File: src/rtl/uart_rx_byte_if.sv
// uart_rx_byte_if: parallel-side bundle of the UART byte receiver.
//   o_data       received byte, held until the next good frame
//   o_valid      1-cycle strobe, o_data holds a good frame
//   o_frame_err  1-cycle strobe, stop bit sampled low
//   o_busy       high while a frame is in progress (start detect .. back in IDLE)
//   o_parity_err 1-cycle strobe with o_valid on even-parity mismatch
//                (present only when UART_RX_PARITY_EN is defined)
// Modports: master = receiver (drives), slave = byte consumer (reads).
interface uart_rx_byte_if #(
  parameter int unsigned DATA_BITS = 8
);
  logic [DATA_BITS-1:0] o_data;
  logic                 o_valid;
  logic                 o_frame_err;
  logic                 o_busy;
`ifdef UART_RX_PARITY_EN
  logic                 o_parity_err;
`endif

  modport master (
    output o_data,
    output o_valid,
    output o_frame_err,
`ifdef UART_RX_PARITY_EN
    output o_parity_err,
`endif
    output o_busy
  );

  modport slave (
    input o_data,
    input o_valid,
    input o_frame_err,
`ifdef UART_RX_PARITY_EN
    input o_parity_err,
`endif
    input o_busy
  );
endinterface

File: src/rtl/uart_rx_byte.sv
// uart_rx_byte: UART receiver, async serial line -> parallel byte + 1-cycle strobe.
// Frame is 8N1 by default; defining UART_RX_PARITY_EN makes it 8E1 and adds
// o_parity_err to the interface. Mid-bit sampling, start-bit glitch rejection,
// framing-error detection with a break wait until the line returns high.
// Ports:
//   clk         system clock, rising edge
//   rst_n       asynchronous reset, active-low
//   iRx_serial  async serial input, idle high
//   rx_o        uart_rx_byte_if.master: o_data, o_valid, o_frame_err, o_busy
//               (+ o_parity_err with UART_RX_PARITY_EN)
module uart_rx_byte #(
  parameter int unsigned CLK_FREQ  = 50_000_000,
  parameter int unsigned BAUD      = 115200,
  parameter int unsigned DATA_BITS = 8
) (
  input  logic             clk,
  input  logic             rst_n,
  input  logic             iRx_serial,
  uart_rx_byte_if.master   rx_o
);

  localparam int unsigned CLKS_PER_BIT = CLK_FREQ / BAUD;
  localparam int unsigned CNT_W        = $clog2(CLKS_PER_BIT);
  localparam int unsigned IDX_W        = $clog2(DATA_BITS);

  localparam logic [CNT_W-1:0] CNT_HALF = CNT_W'(CLKS_PER_BIT / 2 - 1);
  localparam logic [CNT_W-1:0] CNT_LAST = CNT_W'(CLKS_PER_BIT - 1);
  localparam logic [IDX_W-1:0] IDX_LAST = IDX_W'(DATA_BITS - 1);

`ifdef UART_RX_PARITY_EN
  typedef enum logic [2:0] {
    IDLE, START, DATA, PARITY, STOP, BREAK
  } state_e;
`else
  typedef enum logic [2:0] {
    IDLE, START, DATA, STOP, BREAK
  } state_e;
`endif

  state_e               state_q, state_d;
  logic [CNT_W-1:0]     clk_cnt_q, clk_cnt_d;
  logic [IDX_W-1:0]     bit_idx_q, bit_idx_d;
  logic [DATA_BITS-1:0] shift_q, shift_d;
  logic [DATA_BITS-1:0] data_q, data_d;
  logic                 valid_q, valid_d;
  logic                 frame_err_q, frame_err_d;
  logic                 busy_q, busy_d;
`ifdef UART_RX_PARITY_EN
  logic                 par_bit_q, par_bit_d;
  logic                 parity_err_q, parity_err_d;
`endif

  // Two-flop synchronizer; preset to idle-high so reset never looks like a start bit
  logic sync1_q, sync2_q;
  logic rx_s;

  always_ff @(posedge clk or negedge rst_n) begin
    if (!rst_n) begin
      sync1_q <= 1'b1;
      sync2_q <= 1'b1;
    end else begin
      sync1_q <= iRx_serial;
      sync2_q <= sync1_q;
    end
  end

  assign rx_s = sync2_q;

  // State and output registers
  always_ff @(posedge clk or negedge rst_n) begin
    if (!rst_n) begin
      state_q      <= IDLE;
      clk_cnt_q    <= '0;
      bit_idx_q    <= '0;
      shift_q      <= '0;
      data_q       <= '0;
      valid_q      <= 1'b0;
      frame_err_q  <= 1'b0;
      busy_q       <= 1'b0;
`ifdef UART_RX_PARITY_EN
      par_bit_q    <= 1'b0;
      parity_err_q <= 1'b0;
`endif
    end else begin
      state_q      <= state_d;
      clk_cnt_q    <= clk_cnt_d;
      bit_idx_q    <= bit_idx_d;
      shift_q      <= shift_d;
      data_q       <= data_d;
      valid_q      <= valid_d;
      frame_err_q  <= frame_err_d;
      busy_q       <= busy_d;
`ifdef UART_RX_PARITY_EN
      par_bit_q    <= par_bit_d;
      parity_err_q <= parity_err_d;
`endif
    end
  end

  // Next-state and output logic. The start bit is confirmed at half a bit,
  // so every later sample taken one full bit on lands mid-bit.
  always_comb begin
    state_d      = state_q;
    clk_cnt_d    = clk_cnt_q;
    bit_idx_d    = bit_idx_q;
    shift_d      = shift_q;
    data_d       = data_q;
    valid_d      = 1'b0;
    frame_err_d  = 1'b0;
`ifdef UART_RX_PARITY_EN
    par_bit_d    = par_bit_q;
    parity_err_d = 1'b0;
`endif

    unique case (state_q)
      IDLE: begin
        clk_cnt_d = '0;
        if (!rx_s) begin
          state_d = START;
        end
      end

      START: begin
        if (clk_cnt_q == CNT_HALF) begin
          clk_cnt_d = '0;
          if (!rx_s) begin
            state_d   = DATA;
            bit_idx_d = '0;
          end else begin
            // Line went back high before mid-start: treat as a glitch
            state_d = IDLE;
          end
        end else begin
          clk_cnt_d = clk_cnt_q + CNT_W'(1);
        end
      end

      DATA: begin
        if (clk_cnt_q == CNT_LAST) begin
          clk_cnt_d          = '0;
          shift_d[bit_idx_q] = rx_s;
          if (bit_idx_q == IDX_LAST) begin
`ifdef UART_RX_PARITY_EN
            state_d = PARITY;
`else
            state_d = STOP;
`endif
          end else begin
            bit_idx_d = bit_idx_q + IDX_W'(1);
          end
        end else begin
          clk_cnt_d = clk_cnt_q + CNT_W'(1);
        end
      end

`ifdef UART_RX_PARITY_EN
      PARITY: begin
        if (clk_cnt_q == CNT_LAST) begin
          clk_cnt_d = '0;
          par_bit_d = rx_s;
          state_d   = STOP;
        end else begin
          clk_cnt_d = clk_cnt_q + CNT_W'(1);
        end
      end
`endif

      STOP: begin
        if (clk_cnt_q == CNT_LAST) begin
          clk_cnt_d = '0;
          if (rx_s) begin
            data_d  = shift_q;
            valid_d = 1'b1;
`ifdef UART_RX_PARITY_EN
            // Even parity: received bit must equal XOR of the data bits
            parity_err_d = par_bit_q ^ (^shift_q);
`endif
            state_d = IDLE;
          end else begin
            frame_err_d = 1'b1;
            state_d     = BREAK;
          end
        end else begin
          clk_cnt_d = clk_cnt_q + CNT_W'(1);
        end
      end

      BREAK: begin
        // Line held low after a bad stop bit: wait for it to return idle
        clk_cnt_d = '0;
        if (rx_s) begin
          state_d = IDLE;
        end
      end

      default: begin
        state_d = IDLE;
      end
    endcase

    busy_d = (state_d != IDLE);
  end

  assign rx_o.o_data      = data_q;
  assign rx_o.o_valid     = valid_q;
  assign rx_o.o_frame_err = frame_err_q;
  assign rx_o.o_busy      = busy_q;
`ifdef UART_RX_PARITY_EN
  assign rx_o.o_parity_err = parity_err_q;
`endif

endmodule

File: src/flat_wrapper.sv
// flat-port wrapper written by rule: the top's interface ports become plain ports
module uart_rx_byte_flat 
#(
  parameter int unsigned CLK_FREQ  = 50_000_000,
  parameter int unsigned BAUD      = 115200,
  parameter int unsigned DATA_BITS = 8
)
  (clk, rst_n, iRx_serial, rx_o_o_data, rx_o_o_valid, rx_o_o_frame_err, rx_o_o_busy);
  uart_rx_byte_if #(.DATA_BITS(DATA_BITS)) rx_o_i ();
  input  logic clk;
  input  logic rst_n;
  input  logic iRx_serial;
  output wire logic [$bits(rx_o_i.o_data)-1:0] rx_o_o_data;
  output wire logic [$bits(rx_o_i.o_valid)-1:0] rx_o_o_valid;
  output wire logic [$bits(rx_o_i.o_frame_err)-1:0] rx_o_o_frame_err;
  output wire logic [$bits(rx_o_i.o_busy)-1:0] rx_o_o_busy;
  assign rx_o_o_data = rx_o_i.o_data;
  assign rx_o_o_valid = rx_o_i.o_valid;
  assign rx_o_o_frame_err = rx_o_i.o_frame_err;
  assign rx_o_o_busy = rx_o_i.o_busy;
  uart_rx_byte #(.CLK_FREQ(CLK_FREQ), .BAUD(BAUD), .DATA_BITS(DATA_BITS)) u_core (.clk(clk), .rst_n(rst_n), .iRx_serial(iRx_serial), .rx_o(rx_o_i));
endmodule
File: config.mk
export PLATFORM = sky130hd
export DESIGN_NAME = uart_rx_byte_flat
export DESIGN_NICKNAME = d
export VERILOG_FILES = /design/src/rtl/uart_rx_byte_if.sv /design/src/rtl/uart_rx_byte.sv /design/src/flat_wrapper.sv
export SDC_FILE = /design/constraint.sdc
export NUM_CORES = 1
export LEC_CHECK = 0
export ABC_CLOCK_PERIOD_IN_PS = 5400
export BUFFER_PORTS_ARGS = -buffer_cell sky130_fd_sc_hd__buf_2
export CORE_MARGIN = 4
export CORE_UTILIZATION = 60
export CTS_CLUSTER_SIZE = 40
export DETAILED_ROUTE_END_ITERATION = 8
export PLACE_DENSITY = 0.82
export SYNTH_ARGS = -nofsm -noshare
export SYNTH_HDL_FRONTEND = slang
export SYNTH_SLANG_ARGS = --single-unit
File: constraint.sdc
create_clock -name clk -period 5.4 [get_ports clk]
set_input_delay 0.54 -clock clk [delete_from_list [all_inputs] [get_ports clk]]
set_output_delay 0.54 -clock clk [all_outputs]
set_load 0.05 [all_outputs]
==> impl_table.tex <==
\begin{tabular}{lr}
\hline
Metric & Value \\
\hline
\multicolumn{2}{l}{\textbf{Yosys}} \\
\quad Post-synthesis cell type count & 37 \\
\quad Number of synthesized register bits & 36 \\
\quad Fraction of synthesis flops using an asynchronous set or reset pin & 100\% \\
\quad Most instantiated flip-flop cell in the synthesis netlist & dfrtp\_1 \\
\quad Syn Nets & 167 \\
\quad Synth warnings & 0 \\
\quad Sequential area share after synthesis & 49.8\% \\
\quad Synthesized cell area & 1820 sq um \\
\quad Number of flops mapped to enable cells by yosys & 0 \\
\quad Syn avg cell area & 11.4 sq um \\
\quad Post-synthesis instance total & 159 \\
\multicolumn{2}{l}{\textbf{Detailed routing}} \\
\quad DRC marker count from the first detailed-route iteration & 96 \\
\quad Number of vias per cell & 6.19 \\
\quad DRT Wirelength & 3.34 mm \\
\quad DR pass1 iterations & 4 \\
\quad Drt drc & 0 \\
\quad Highest routed metal layer & met4 \\
\quad Met3 layer wire length in the routed design & 153 microns \\
\quad Vias & 1256 \\
\quad Met2 routed WL & 1.47 mm \\
\quad Antenna Violating Nets Remaining & 0 \\
\quad M1 wire length & 1.62 mm \\
\quad Average wire per cell in the routed design & 16.5 microns \\
\multicolumn{2}{l}{\textbf{Layout}} \\
\quad Final layout net count & 179 \\
\quad Non-Filler Instances & 203 \\
\quad Post-layout instance area & 1930 sq um \\
\quad Top library cells by usage in the layout, fill and taps aside & dfrtp\_1, nand2\_1, buf\_2 \\
\quad Fraction of layout instances using a drive strength above 1 & 24.4\% \\
\quad Area growth from synthesis to layout & 6.41\% \\
\quad Number of diodes & 0 \\
\quad Commonest non-fill, non-tap cell in the layout & dfrtp\_1 \\
\multicolumn{2}{l}{\textbf{GRT}} \\
\quad Antenna violations before repair & 0 \\
\quad Total grt overflow & 0 \\
\quad Largest net degree at the start of global routing & 37 \\
\quad All-Layer GR Usage & 18.6\% \\
\quad Global-route wire length before repair & 5.67 mm \\
\quad Vias in the first global route & 1155 \\
\multicolumn{2}{l}{\textbf{CTS}} \\
\quad Resized cells post-CTS & 0 \\
\quad Clock sink count & 36 \\
\quad Clock transition at the register clock pins on the worst setup and hold paths after CTS & 0.10 ns \\
\quad \# H-tree levels & 2 \\
\quad Hold-fix buffers at CTS & 0 \\
\quad Total setup buffers inserted after CTS & 0 \\
\quad Clock tree from TritonCTS & done \\
\quad Total CTS buffers & 5 \\
\quad Root buffer cell & clkbuf\_4 \\
\quad Clock insertion delay at the later pin of the skew report & 0.35 ns \\
\quad Clock Path Buffers & 2 \\
\multicolumn{2}{l}{\textbf{Setup path}} \\
\quad Worst stage delay on the critical path & 0.93 ns \\
\quad Path type of the worst setup path & reg2reg \\
\quad Required time reported for the critical path endpoint & 5.59 ns \\
\quad Critical Path AT & 2.28 ns \\
\quad Worst-path cell chain & o21ai\_0 -> nand4\_1 -> xor2\_1 -> a21oi\_1 \\
\quad Setup crit start kind & flip-flop \\
\quad Critical Path End Type & flip-flop \\
\quad Highest-delay cell along the critical path & o21ai\_0 \\
\quad Maximum fanout encountered on the critical timing path & 16 \\
\multicolumn{2}{l}{\textbf{Floorplan}} \\
\quad Cell row count & 19 \\
\quad Total Die Area & 3970 sq um \\
\quad Core area & 2830 sq um \\
\quad Initial Util & 64.2\% \\
\quad Die Ht & 63.0 microns \\
\quad Die span in x & 63.0 microns \\
\quad Number of top-level design ports & 14 \\
\multicolumn{2}{l}{\textbf{Timing}} \\
\quad RSZ-0062 raised after global routing & false \\
\quad Remaining max-slew budget at the tightest pin & 25.5\% \\
\quad Final total negative setup slack & 0 ns \\
\quad Setup Skew & 0.00642 ns \\
\quad Post-Route Hold Slack & 0.254 ns \\
\quad Total count of hold-check failures in the final report & 0 \\
\quad Setup-violating endpoint count in the final report & 0 \\
\quad Post-route minimum period & 2.09 ns \\
\quad Maximum operating frequency & 479 MHz \\
\quad Part of the cycle the worst path needs & 38.6\% \\
\quad Final max-slew violation count & 0 \\
\quad Transition time at the pin with the least slew margin & 1.11 ns \\
\multicolumn{2}{l}{\textbf{Flow run}} \\
\quad Count of max-cap constraint violations & 0 \\
\multicolumn{2}{l}{\textbf{Placement}} \\
\quad Final GP Congestion & 0.842 \\
\quad Total instance count after detailed placement & 195 \\
\quad Detailed-placement wirelength estimate & 2.29 mm \\
\quad Area of placed instances & 1870 sq um \\
\quad Port Buffer Count & 13 \\
\multicolumn{2}{l}{\textbf{Pwr}} \\
\quad Total power density per cell area & 222 nW/um\^{}2 \\
\quad Static leakage & 0.000928 uW \\
\quad Peak supply drop & 0.139 mV \\
\multicolumn{2}{l}{\textbf{Worst hold path}} \\
\quad Classification of the worst-slack hold path & in2async \\
\multicolumn{2}{l}{\textbf{Status}} \\
\quad Result of the run & complete, no violations \\
\hline
\end{tabular}
[registers in the layout, indices dropped and copies added, names as in the netlist]
name and count:
u_core.bit_idx_q 3, u_core.rx_o.o_data 8, u_core.rx_o.o_valid 1, u_core.rx_o.o_busy 1, u_core.rx_o.o_frame_err 1, u_core.state_q 3, u_core.clk_cnt_q 9, u_core.shift_q 8
u_core.rx_s 1, u_core.sync1_q 1
[worst max-delay path: cells and delay by family (launching register included)]
kind	cells	cell delay, ns
AO/OA/AOI/OAI	2	0.98
flip-flops	1	0.54
AND/OR/NAND/NOR	1	0.22
XOR/XNOR	1	0.19
[kinds of logic after synthesis]
group / after synthesis / share of synthesized area [%]
fa+ha+maj: 5 / 3.45
mux: 22 / 14.9
flops: 36 / 49.8
compound gates: 22 / 7.58
xor+xnor: 3 / 1.45
simple gates: 56 / 18.9
buf+inv: 15 / 4.00
[stage by stage]
| stage | utilization [%] | total power, uW | setup slack (ns) |
|---|---|---|---|
| 2_1_floorplan | - | 277 | 3.54 |
| 3_3_place_gp | 66.2 | 283 | 3.49 |
| 3_5_place_dp | 66.2 | 284 | 3.38 |
| 4_1_cts | 68.3 | 434 | 3.34 |
| 5_1_grt | 68.3 | 449 | 3.16 |
| 6_report | 68.3 | 429 | 3.31 |
[Yosys cell counts (2+ instances only)]
master      n  area (sq um)
a21oi_1     5          25.0
and3_1      3          18.8
and3_4      2          22.5
buf_6       2          22.5
clkbuf_1    5          18.8
dfrtp_1    34           851
dfstp_2     2          52.6
ha_1        5          62.6
inv_1       7          26.3
mux2_2      8          90.1
mux2_4      8           120
mux2i_1     6          60.1
nand2_1    14          52.6
nand2b_1    3          18.8
nand3_1     4          20.0
nand4_1     6          37.5
nand4b_1    4          35.0
nor2_1      5          18.8
nor2b_1     4          25.0
nor3_1      2          10.0
nor4_1      2          12.5
o2111ai_1   2          17.5
o211ai_1    3          22.5
o21a_1      2          15.0
o21ai_0     7          35.0
xor2_1      3          26.3
[worst paths after layout]
path                       cells after the start  slack, ns                   to               from
max                                            4       3.31  u_core.clk_cnt_q[5]  u_core.state_q[0]
min                                            1       0.25    u_core.shift_q[1]              rst_n
max reg2reg                                    4       3.31  u_core.clk_cnt_q[5]  u_core.state_q[0]
min reg2reg                                    0       0.36          u_core.rx_s     u_core.sync1_q
max in group asynchronous                      1       4.67  u_core.bit_idx_q[1]              rst_n
min in group clk                               1       0.28       u_core.sync1_q         iRx_serial
[area by class of cell]
class	count	area (sq um)
flip-flops and latches	36	903
fillers	215	897
multi-input cells	108	840
repair buffers	13	65.1
clock buffers	8	58.8
well taps	31	38.8
inverters	7	26.3
[where the power goes]
part	switching, uW	leakage, uW	internal (uW)
clock network	86.9	0.0000326	64.2
registers	1.35	0.000476	271
logic	5.13	0.000420	0.677
[per-layer routing]
metal  global-route usage, %  up-vias
li1                        -      601
met2                    26.0       40
met3                    6.12       12
met4                    8.54        0
met5                       0        -
met1                    25.9      603
No activity file was read; power rests on OpenSTA's default activity.
